<file path="src/rtl/adder_tree_pkg.sv">
// Shared constants and elaboration helpers for the pipelined adder tree.
package adder_tree_pkg;

    localparam int DEFAULT_ADDER_WIDTH = 32;
    localparam int DEFAULT_NUM_INPUTS  = 8;
    localparam int MIN_INPUTS          = 2;
    localparam int MAX_INPUTS          = 64;

    function automatic int clog2(input int value);
        int result;
        int remain;
        result = 0;
        remain = value - 1;
        while (remain > 0) begin
            result = result + 1;
            remain = remain >> 1;
        end
        return result;
    endfunction

    function automatic bit is_pow2(input int value);
        return (value > 0) && ((value & (value - 1)) == 0);
    endfunction

endpackage

</file>
<file path="src/rtl/adder_tree_stage.sv">
// One level of the adder tree: pairwise adds of LANES operands into LANES/2
// registered sums one bit wider, with the valid bit travelling alongside.
module adder_tree_stage
    import adder_tree_pkg::*;
#(
    parameter int IN_WIDTH = DEFAULT_ADDER_WIDTH,
    parameter int LANES    = DEFAULT_NUM_INPUTS,
    parameter int SIGNED   = 0
) (
    input  logic                                clk,
    input  logic                                rst,
    input  logic                                en,
    input  logic                                in_valid,
    input  logic [LANES*IN_WIDTH-1:0]           in_data,
    output logic                                out_valid,
    output logic [(LANES/2)*(IN_WIDTH+1)-1:0]   out_data
);

    localparam int OUT_LANES = LANES / 2;
    localparam int OW        = IN_WIDTH + 1;

    logic [OUT_LANES*OW-1:0] pair_sums;

    function automatic logic [OW-1:0] extend(input logic [IN_WIDTH-1:0] operand);
        if (SIGNED != 0) begin
            return {operand[IN_WIDTH-1], operand};
        end
        return {1'b0, operand};
    endfunction

    always_comb begin
        pair_sums = '0;
        for (int j = 0; j < OUT_LANES; j++) begin
            pair_sums[j*OW +: OW] = extend(in_data[(2*j)*IN_WIDTH +: IN_WIDTH])
                                  + extend(in_data[(2*j+1)*IN_WIDTH +: IN_WIDTH]);
        end
    end

    // Data is cleared too so the final stage presents sum = 0 out of reset.
    always_ff @(posedge clk) begin
        if (rst) begin
            out_valid <= 1'b0;
            out_data  <= '0;
        end else if (en) begin
            out_valid <= in_valid;
            out_data  <= pair_sums;
        end
    end

endmodule

</file>
<file path="src/rtl/pipelined_adder_tree.sv">
// Pipelined reduction of NUM_INPUTS operands to one exact sum, one tree level
// per stage, with a single global stall driven by downstream backpressure.
module pipelined_adder_tree
    import adder_tree_pkg::*;
#(
    parameter int ADDER_WIDTH = DEFAULT_ADDER_WIDTH,
    parameter int NUM_INPUTS  = DEFAULT_NUM_INPUTS,
    parameter int SIGNED      = 0
) (
    input  logic                                         clk,
    input  logic                                         rst,
    input  logic                                         in_valid,
    output logic                                         in_ready,
    input  logic [NUM_INPUTS*ADDER_WIDTH-1:0]            in_data,
    output logic                                         out_valid,
    input  logic                                         out_ready,
    output logic [ADDER_WIDTH+clog2(NUM_INPUTS)-1:0]     sum
);

    localparam int LEVELS    = clog2(NUM_INPUTS);
    localparam int OUT_WIDTH = ADDER_WIDTH + LEVELS;

    if (!is_pow2(NUM_INPUTS) || (NUM_INPUTS < MIN_INPUTS) || (NUM_INPUTS > MAX_INPUTS)) begin : g_bad_num_inputs
        $error("pipelined_adder_tree: NUM_INPUTS must be a power of two in 2..64");
    end

    logic                              stall;
    logic                              stage0_valid;
    logic [NUM_INPUTS*ADDER_WIDTH-1:0] stage0_data;

    // Stall only when a finished result is blocked; bubbles never stall.
    assign stall    = out_valid && !out_ready;
    assign in_ready = !stall;

    always_ff @(posedge clk) begin
        if (rst) begin
            stage0_valid <= 1'b0;
        end else if (!stall) begin
            stage0_valid <= in_valid;
        end
    end

    always_ff @(posedge clk) begin
        if (!stall) begin
            stage0_data <= in_data;
        end
    end

    for (genvar k = 0; k < LEVELS; k++) begin : g_level
        localparam int W     = ADDER_WIDTH + k;
        localparam int LANES = NUM_INPUTS >> k;

        logic                       stage_in_valid;
        logic [LANES*W-1:0]         stage_in;
        logic                       stage_out_valid;
        logic [(LANES/2)*(W+1)-1:0] stage_out;

        if (k == 0) begin : g_first
            assign stage_in_valid = stage0_valid;
            assign stage_in       = stage0_data;
        end else begin : g_chain
            assign stage_in_valid = g_level[k-1].stage_out_valid;
            assign stage_in       = g_level[k-1].stage_out;
        end

        adder_tree_stage #(
            .IN_WIDTH (W),
            .LANES    (LANES),
            .SIGNED   (SIGNED)
        ) u_stage (
            .clk       (clk),
            .rst       (rst),
            .en        (!stall),
            .in_valid  (stage_in_valid),
            .in_data   (stage_in),
            .out_valid (stage_out_valid),
            .out_data  (stage_out)
        );
    end

    logic [OUT_WIDTH-1:0] final_sum;

    assign final_sum = g_level[LEVELS-1].stage_out;
    assign sum       = final_sum;
    assign out_valid = g_level[LEVELS-1].stage_out_valid;

endmodule

</file>
<file path="config.mk">
export PLATFORM = sky130hd
export DESIGN_NAME = pipelined_adder_tree
export DESIGN_NICKNAME = d
export VERILOG_FILES = /design/src/rtl/adder_tree_pkg.sv /design/src/rtl/adder_tree_stage.sv /design/src/rtl/pipelined_adder_tree.sv
export SDC_FILE = /design/constraint.sdc
export NUM_CORES = 1
export LEC_CHECK = 0
export ABC_AREA = 1
export ABC_CLOCK_PERIOD_IN_PS = 9100
export BUFFER_PORTS_ARGS = -buffer_cell sky130_fd_sc_hd__buf_4
export CORE_ASPECT_RATIO = 2
export CORE_MARGIN = 1.5
export CORE_UTILIZATION = 55
export CTS_CLUSTER_SIZE = 8
export DETAILED_ROUTE_END_ITERATION = 16
export GPL_TIMING_DRIVEN = 0
export PLACE_DENSITY = 0.85
export SYNTH_ARGS = -nofsm -noshare
export SYNTH_HDL_FRONTEND = slang
export SYNTH_HIERARCHICAL = 1
export SYNTH_SLANG_ARGS = --single-unit
</file>
<file path="constraint.sdc">
create_clock -name clk -period 9.1 [get_ports clk]
set_input_delay 0.91 -clock clk [delete_from_list [all_inputs] [get_ports clk]]
set_output_delay 0.91 -clock clk [all_outputs]
set_load 0.005 [all_outputs]
</file>
# After elaboration in Yosys (flattened, before gate mapping)
# Cells that the tools add are included.
# word_totals
ff_bits	495
in_bits	260
output_inout_bits	37
wordCells	18
# op_classes
n_addsub	7
n_reduce_logical	3
# op_table
op	count
adder 32 x 32 -> 33 bit	4
adder 33 x 33 -> 34 bit	2
adder 34 x 34 -> 35 bit	1
zero test 1 bit	2
logical AND 1 bit	1

# Longest topological paths before layout
# Gate-level depths: netlist of run 1.
# depth
ltp_word	3
ltp_mapped	16
ltp_nobuf	16

# Cells and area by module
# The synthesis of run 1 kept the hierarchy.
# by_module_without_submodules
module	n_inst	cells_per_inst	area_each_um2	seq_area_each_um2
adder_tree_stage (g_level[0].u_stage)	1	2755	14649.0	2662.6
pipelined_adder_tree	1	266	7743.7	7707.4
adder_tree_stage (g_level[1].u_stage)	1	1452	7681.1	1381.3
adder_tree_stage (g_level[2].u_stage)	1	642	3646.0	720.7

# Least setup slack after synthesis of run 1
# OpenSTA, ideal clock, no wires.
# synth_path
path_kind	input-to-reg
start	in out_ready
end	reg stage0_data[0] (netlist: g_level[0].stage_in[0]) (enable)
setup_ns	1.972
t_arrival_ns	5.103
t_required_ns	7.128
slack_ns	2.024
cell_stages	2
path_buffers	0
path_cell_list	inv_2 > nand2_1
# synth_via
elab_chain_cells	2
# synth_rtl
element	line	source
start: declaration	pipelined_adder_tree.sv:16	input logic out_ready,
zero test 1 bit	pipelined_adder_tree.sv:32	assign stall = out_valid && !out_ready;
logical AND 1 bit	pipelined_adder_tree.sv:32	
end signal: assignment	pipelined_adder_tree.sv:45	stage0_data <= in_data;
end: declaration	pipelined_adder_tree.sv:29	logic [NUM_INPUTS*ADDER_WIDTH-1:0] stage0_data;
# Every way passes these cells.
# A chain may end at the register's enable or synchronous reset.

# Worst setup path after layout of run 1
# layout_path
start	in out_ready
end	reg g_level[0].u_stage.out_data[131]
# layout_via
elab_chain_cells	2
# layout_rtl
element	line	source
zero test 1 bit	pipelined_adder_tree.sv:32	
logical AND 1 bit	pipelined_adder_tree.sv:32	
end signal: assignment	adder_tree_stage.sv:46	out_data <= pair_sums;
end: declaration	adder_tree_stage.sv:16	output logic [(LANES/2)*(IN_WIDTH+1)-1:0] out_data
# Every way passes these cells.

==> reports/results.txt, run 1 <==
outcome - finished, final reports clean
Synth async-reset ratio - 0%
# port buffers - 296
worst skew pair latency - 610 ps
CTS buffer count - 72
row count - 128
share of cells above drive strength 1 - 8.214%
CP startpoint kind - primary input
die area - 0.06289 mm²
Tcrit/Tclk final - 28.29%
PostCTS Resize Cnt - 0
core region area - 0.06070 mm²
starting density of the core - 55.55%
total iterations of the first detailed-routing run - 6
Syn Nets - 5610
Layout area overhead - 15.78%
Final Setup Violations - 0
DR vias - 32.02k
Slew headroom - 29.96%
peak supply drop - 0.1870 mV
Worst-path clk slew - 50 ps
Setup Buffers After CTS - 0
slew of the pin with the lowest slew margin - 1051 ps
yosys synthesis warning count - 6
hold_ws - 477.7 ps
Vias/cell - 5.078
All-Layer GR Usage - 31.83%
most common cell in the netlist - nand2_1
CP top delay family - buffers and inverters
power per cell area - 189.5 mW/mm²
synth unique cells - 34
ys flop type - edfxtp_1
Final Core Density - 64.32%
Total Power - 7399 µW
Seq/Total Area, Yosys - 36.99%
Slew Limit Fails - 0
vias in the first global route - 31.76k
fill count - 5516
Leak Pwr - 0.02267 µW
CTS tree - yes
die width - 178.1 µm
setup TNS - 0 ps
RSZ-0062 raised after global routing - false
HP Class - in -> reg
Ports - 297
Post-synth EDFFs - 256
Yosys top cell area share - 22.80%
drt initial violations - 2078
global route overflow - 0
crit path cell chain - buf_4, inv_2, nand2_1, buf_2, buf_6, buf_1, o21ai_0, a21oi_1
Max Cap Viol - 0
antenna cells - 0
NumNets Final - 5983
Synth area leader - edfxtp_1
cell count after synthesis - 5115
area of the multi-input gates - 0.01694 mm²
Seq cells post-synth - 495
clk_skew - 22.33 ps
Setup CP Type - in -> reg
syn avg cell area - 6.592 µm²
Worst Path Arrival - 3090 ps
DRC viols - 0
hold buffer count at cts - 0
initial antenna violation count - 1
first-pass GRT wire length - 155.3 mm
dpl hpwl - 80.37 mm
clock root cell - clkbuf_16
H-tree Lvls - 3
final hold viol count - 0
most frequent cells after synthesis - nand2_1 (1622), inv_1 (1047), nor2_1 (756), nand3_1 (298), edfxtp_1 (256)
leading post-synthesis cells by cell area - edfxtp_1 (23%), nand2_1 (18%), dfxtp_1 (14%), inv_1 (12%), ha_1 (8.5%)
fin crit period - 2575 ps
CP max FO - 10
Sequential Area - 0.01247 mm²
GPL Wtd Cong - 0.9888
max frequency - 0.3884 GHz
cell area after synthesis - 0.03372 mm²
routed len/inst - 15.59 µm
total clock sinks - 495
Die Ht - 353.2 µm
Slowest cell on crit path - buf_1
CP Buf/Inv Count - 5
crit end category - flop
clock buffer depth - 3
final WL - 98.36 mm
largest stage delay on the critical path - 700 ps
Worst EP required - 9620 ps
pin count of the biggest net entering global routing - 81
Final ANT Viol Nets - 0
through the flow:
step	instances	cell area, µm²	setup slack [ps]
2_1_floorplan	5115	33720	2024
3_3_place_gp	6191	36920	-400.8
3_5_place_dp	6194	37010	5950
4_1_cts	6307	39040	6566
5_1_grt	6307	39040	6476
6_report	6307	39040	6525
flip-flops by register name, indices dropped and copies added, names as in the netlist:
register / flops
g_level.stage_in: 256
g_level.u_stage/out_data: 235
g_level.stage_in_valid: 1
g_level.u_stage/out_valid: 3
cell usage in the layout, fill, tap and decap left out, types with 7 or more instances in the layout:
cell type,netlist,layout
nand2_1,1622,1621
inv_1,1047,1047
nor2_1,756,756
nand3_1,298,298
buf_4,0,296
edfxtp_1,256,256
dfxtp_1,239,239
ha_1,228,228
a21oi_1,169,169
o21ai_0,165,165
xor2_1,95,95
clkbuf_1,41,74
clkbuf_16,0,72
nor3_1,31,31
nand2_2,31,31
nand4_1,21,21
o21bai_1,19,19
buf_2,16,16
nor2_2,11,11
buf_1,9,9
and2_1,8,8
fa_1,7,7
xnor2_1,7,7
worst paths after layout:
check	start	end	slack, ps	cells past startpoint
max	out_ready	g_level[0].u_stage/out_data[131]	6530	8
min	in_data[139]	g_level[0].stage_in[139]	480	1
max reg2reg	g_level[2].u_stage/out_valid	g_level[0].u_stage/out_data[131]	6570	6
min reg2reg	g_level[1].u_stage/out_data[10]	g_level[1].u_stage/out_data[10]	490	2
layer usage:
| layer | part of all wire (%) | global-route usage (%) | wire (µm) | up-vias |
|---|---|---|---|---|
| li1 | - | - | - | 16420 |
| met2 | 52 | 59.65 | 51110 | 968 |
| met5 | 0.0081 | 0 | 8 | - |
| met1 | 35 | 30.37 | 34100 | 14230 |
| met4 | 8.9 | 25.23 | 8725 | 2 |
| met3 | 4.5 | 4.231 | 4412 | 405 |
logic make-up after synthesis:
kind of cell / Yosys count / synth area share (%)
buffers and inverters: 1124 / 12.79
AOI/OAI and AO/OA: 371 / 5.744
and+or+nand+nor: 2788 / 32.96
DFF: 495 / 36.99
xor gates and xnor gates: 102 / 2.649
adders and majority gates: 235 / 8.876
layout make-up:
cell class / count / share of cell area, %
clock inverter: 7 / 0.2404
sequential: 495 / 31.95
inverter: 1049 / 10.09
clock buffer: 106 / 4.967
timing repair buffer: 299 / 5.903
multi-input combinational: 3496 / 43.40
tap: 780 / 2.500
buffer: 75 / 0.9582
where the power goes:
group	internal (µW)	total, µW	switching (µW)	leakage, µW
clock	1460	2450	981	0.000973
combinational	773	2150	1380	0.0170
sequential	2620	2800	177	0.00468
total	4860	7400	2540	0.0227
Power figures use the tool's default switching activity.
==> run 2: changes to the inputs <==
ABC_CLOCK_PERIOD_IN_PS = 2100   (was 9100)
PLACE_DENSITY = 0.88   (was 0.85)
clock period = 2.1 ns   (was 9.1 ns; I/O delays follow)
==> run 2 against run 1 <==
The run now ends with setup timing left. Non-clock buffer count is 278 higher. Wire length is 23% higher. Power grew to 4.6 times the previous value. Critical path type is now reg -> reg. Highest routed layer unchanged.
==> reports/results.txt, run 2 (synthesized netlist as in run 1, its figures left out) <==
All-Layer GR Usage - 36.70% (+4.9 points)
final hold viol count - 0 (unchanged)
Worst Path Arrival - 2920 ps (-170 ps)
Reg2Reg Setup Slack - -290 ps (-6860 ps)
max FFs per register - 256 (unchanged)
Post-Place Setup Slack - -508.2 ps (-6458 ps)
worst flop-to-flop path endpoint - g_level[0].u_stage/out_data[29]
largest stage delay on the critical path - 470 ps (-230 ps)
H-tree Lvls - 3 (unchanged)
routed len/inst - 18.33 µm (+18%)
starting density of the core - 55.55% (unchanged)
WHS Path Cells - 3 (+2)
Layout area overhead - 28.10%
total clock sinks - 495 (unchanged)
crit end category - flop
crit path cell chain - ha_1, nand2_1, inv_1, nand2_1, nand2_1, nand2_1, nand2_1, a21oi_1, nand2_1, nand2_1, nand3_2, nand2_1, inv_1
commonest non-fill, non-tap cell in the layout - nand2_1
Reg2Reg Depth - 13 (+7)
Max Cap Viol - 0 (unchanged)
Setup CP Type - reg -> reg
clock buffer depth - 3 (unchanged)
dpl hpwl - 81.71 mm (+1.7%)
Slew headroom - 36.89% (+6.9 points)
CP max FO - 5 (-5)
CP Buf/Inv Count - 2 (-3)
Tcrit/Tclk final - 113.8%
clk_skew - 32.44 ps (+10.11 ps)
drt initial violations - 2932 (+41%)
outcome - finished, violations left
pin count of the biggest net entering global routing - 126 (+56%)
global route overflow - 0 (unchanged)
share of cells above drive strength 1 - 13.17% (+5.0 points)
min-delay src - out_ready
worst hold path endpoint - g_level[0].stage_in[160]
Ports - 297 (unchanged)
power per cell area - 792.6 mW/mm² (+320%)
CTS buffer count - 72 (unchanged)
Die Ht - 353.2 µm (unchanged)
CTS tree - yes
CP top delay family - simple AND/OR/NAND/NOR gates
DRC viols - 0 (unchanged)
vias in the first global route - 34.57k (+8.9%)
final WL - 120.8 mm (+23%)
DR vias - 35.25k (+10%)
Total Power - 34240 µW (+360%)
first-pass GRT wire length - 176.5 mm (+14%)
Worst EP required - 2630 ps (-6990 ps)
Worst-path clk slew - 60 ps (about the same)
HP Class - in -> reg
max frequency - 0.4185 GHz
fin crit period - 2389 ps
Final Setup Violations - 18 (+18)
# port buffers - 296 (unchanged)
Final ANT Viol Nets - 0 (unchanged)
total iterations of the first detailed-routing run - 10 (+4)
commonest cells after routing, fill and taps aside - nand2_1 (1560), inv_1 (1043), nor2_1 (725)
failing checks - setup timing
slew of the pin with the lowest slew margin - 946.7 ps (-103.9 ps)
Leak Pwr - 0.02400 µW (+5.9%)
CP startpoint kind - flop
row count - 128 (unchanged)
CP dominant cell by count - nand2_1
worst skew pair latency - 660 ps (+50 ps)
Vias/cell - 5.349 (+5.3%)
final setup margin - -289.3 ps (-6815 ps)
initial antenna violation count - 3 (+2)
Slew Limit Fails - 0 (unchanged)
Worst Setup SP - g_level[0].stage_in[55]
RR Startpoint - g_level[0].stage_in[55]
Slowest cell on crit path - ha_1
peak supply drop - 0.7338 mV (+290%)
die area - 0.06289 mm² (unchanged)
clock root cell - clkbuf_16
GPL Wtd Cong - 0.9792 (-0.97%)
die width - 178.1 µm (unchanged)
fill count - 4701 (-15%)
NumNets Final - 6261 (+4.6%)
RSZ-0062 raised after global routing - true
core region area - 0.06070 mm² (unchanged)
==> run 2: changes by cell type in the layout (fill, tap and decap cells not counted), sizes merged <==
cell / delta
diode: +1
inv: -1
bufbuf: +1
buf: +15
dlygate4sd3: +260
clkinv: +1
clkbuf: +6
==> run 2: how the worst max path moves through the flow <==
| stage | endpoint | slack [ps] | cells after the start |
|---|---|---|---|
| 6_report | g_level[0].u_stage/out_data[29] | -290 | 13 |
| 5_1_grt | g_level[0].u_stage/out_data[29] | -370 | 13 |
| 4_1_cts | g_level[0].u_stage/out_data[90] | 0.7 | 12 |
| 3_5_place_dp | g_level[1].u_stage/out_data[26] | -510 | 7 |
| 3_3_place_gp | g_level[1].u_stage/out_data[26] | -450 | 7 |
| 2_1_floorplan | g_level[0].stage_in[0] | 230 | 1 |
==> run 2: metal layers <==
metal	global-route usage [%]	part of all wire (%)	wire, µm	vias up
met3	6.352	6.9	8317	745
met1	34.56	33	39350	15720
li1	-	-	-	16950
met5	0	0.011	13	-
met2	66.11	50	60140	1832
met4	33.58	11	12950	2
==> run 2: worst register-to-register path, stage by stage, from the launching register on <==
cell and delay, ps:
edfxtp_1 400, ha_1 470, nand2_1 240, inv_1 70
nand2_1 70, nand2_1 80, nand2_1 70, nand2_1 140
a21oi_1 310, nand2_1 110, nand2_1 80, nand3_2 110
nand2_1 80, inv_1 40
==> run 2: metrics by stage <==
stage                     util (%)  cell area (µm²)  TNS [ps]  hold slack [ps]  instances
after floorplan                  -            33740         0            308.9       5115
after global placement       60.85            36930    -69420            388.0       6191
after detailed placement     60.94            36990    -18240            389.4       6193
after CTS                    69.01            41890         0            27.41       6571
after global routing         71.16            43190     -3575            112.7       6590
final                        71.16            43190     -1041            91.03       6590
==> run 2: layout make-up <==
type | count | area, µm² | share of cell area [%]
diodes | 1 | 2.502 | 0.005793
plain buffers | 75 | 395.4 | 0.9154
clock buffers | 110 | 1976 | 4.574
clock inverters | 7 | 138.9 | 0.3215
inverters | 1049 | 3941 | 9.125
multi-input cells | 3496 | 18200 | 42.14
flip-flops and latches | 495 | 12500 | 28.93
well taps | 780 | 975.9 | 2.259
repair buffers | 577 | 5065 | 11.73
==> run 2: timing repair <==
item,in CTS,in global routing
setup endpoints to repair,112,211
pin swaps,0,38
gates resized for setup,48,291
buffers inserted,0,17
gates cloned,1,1
hold buffers,260,0
hold endpoints to repair,258,0
==> run 2: where the power goes <==
part	total, µW	internal, µW	switching (µW)
clock network	11200	6500	4700
registers	12300	11400	878
logic	10800	4090	6700
total	34200	22000	12300
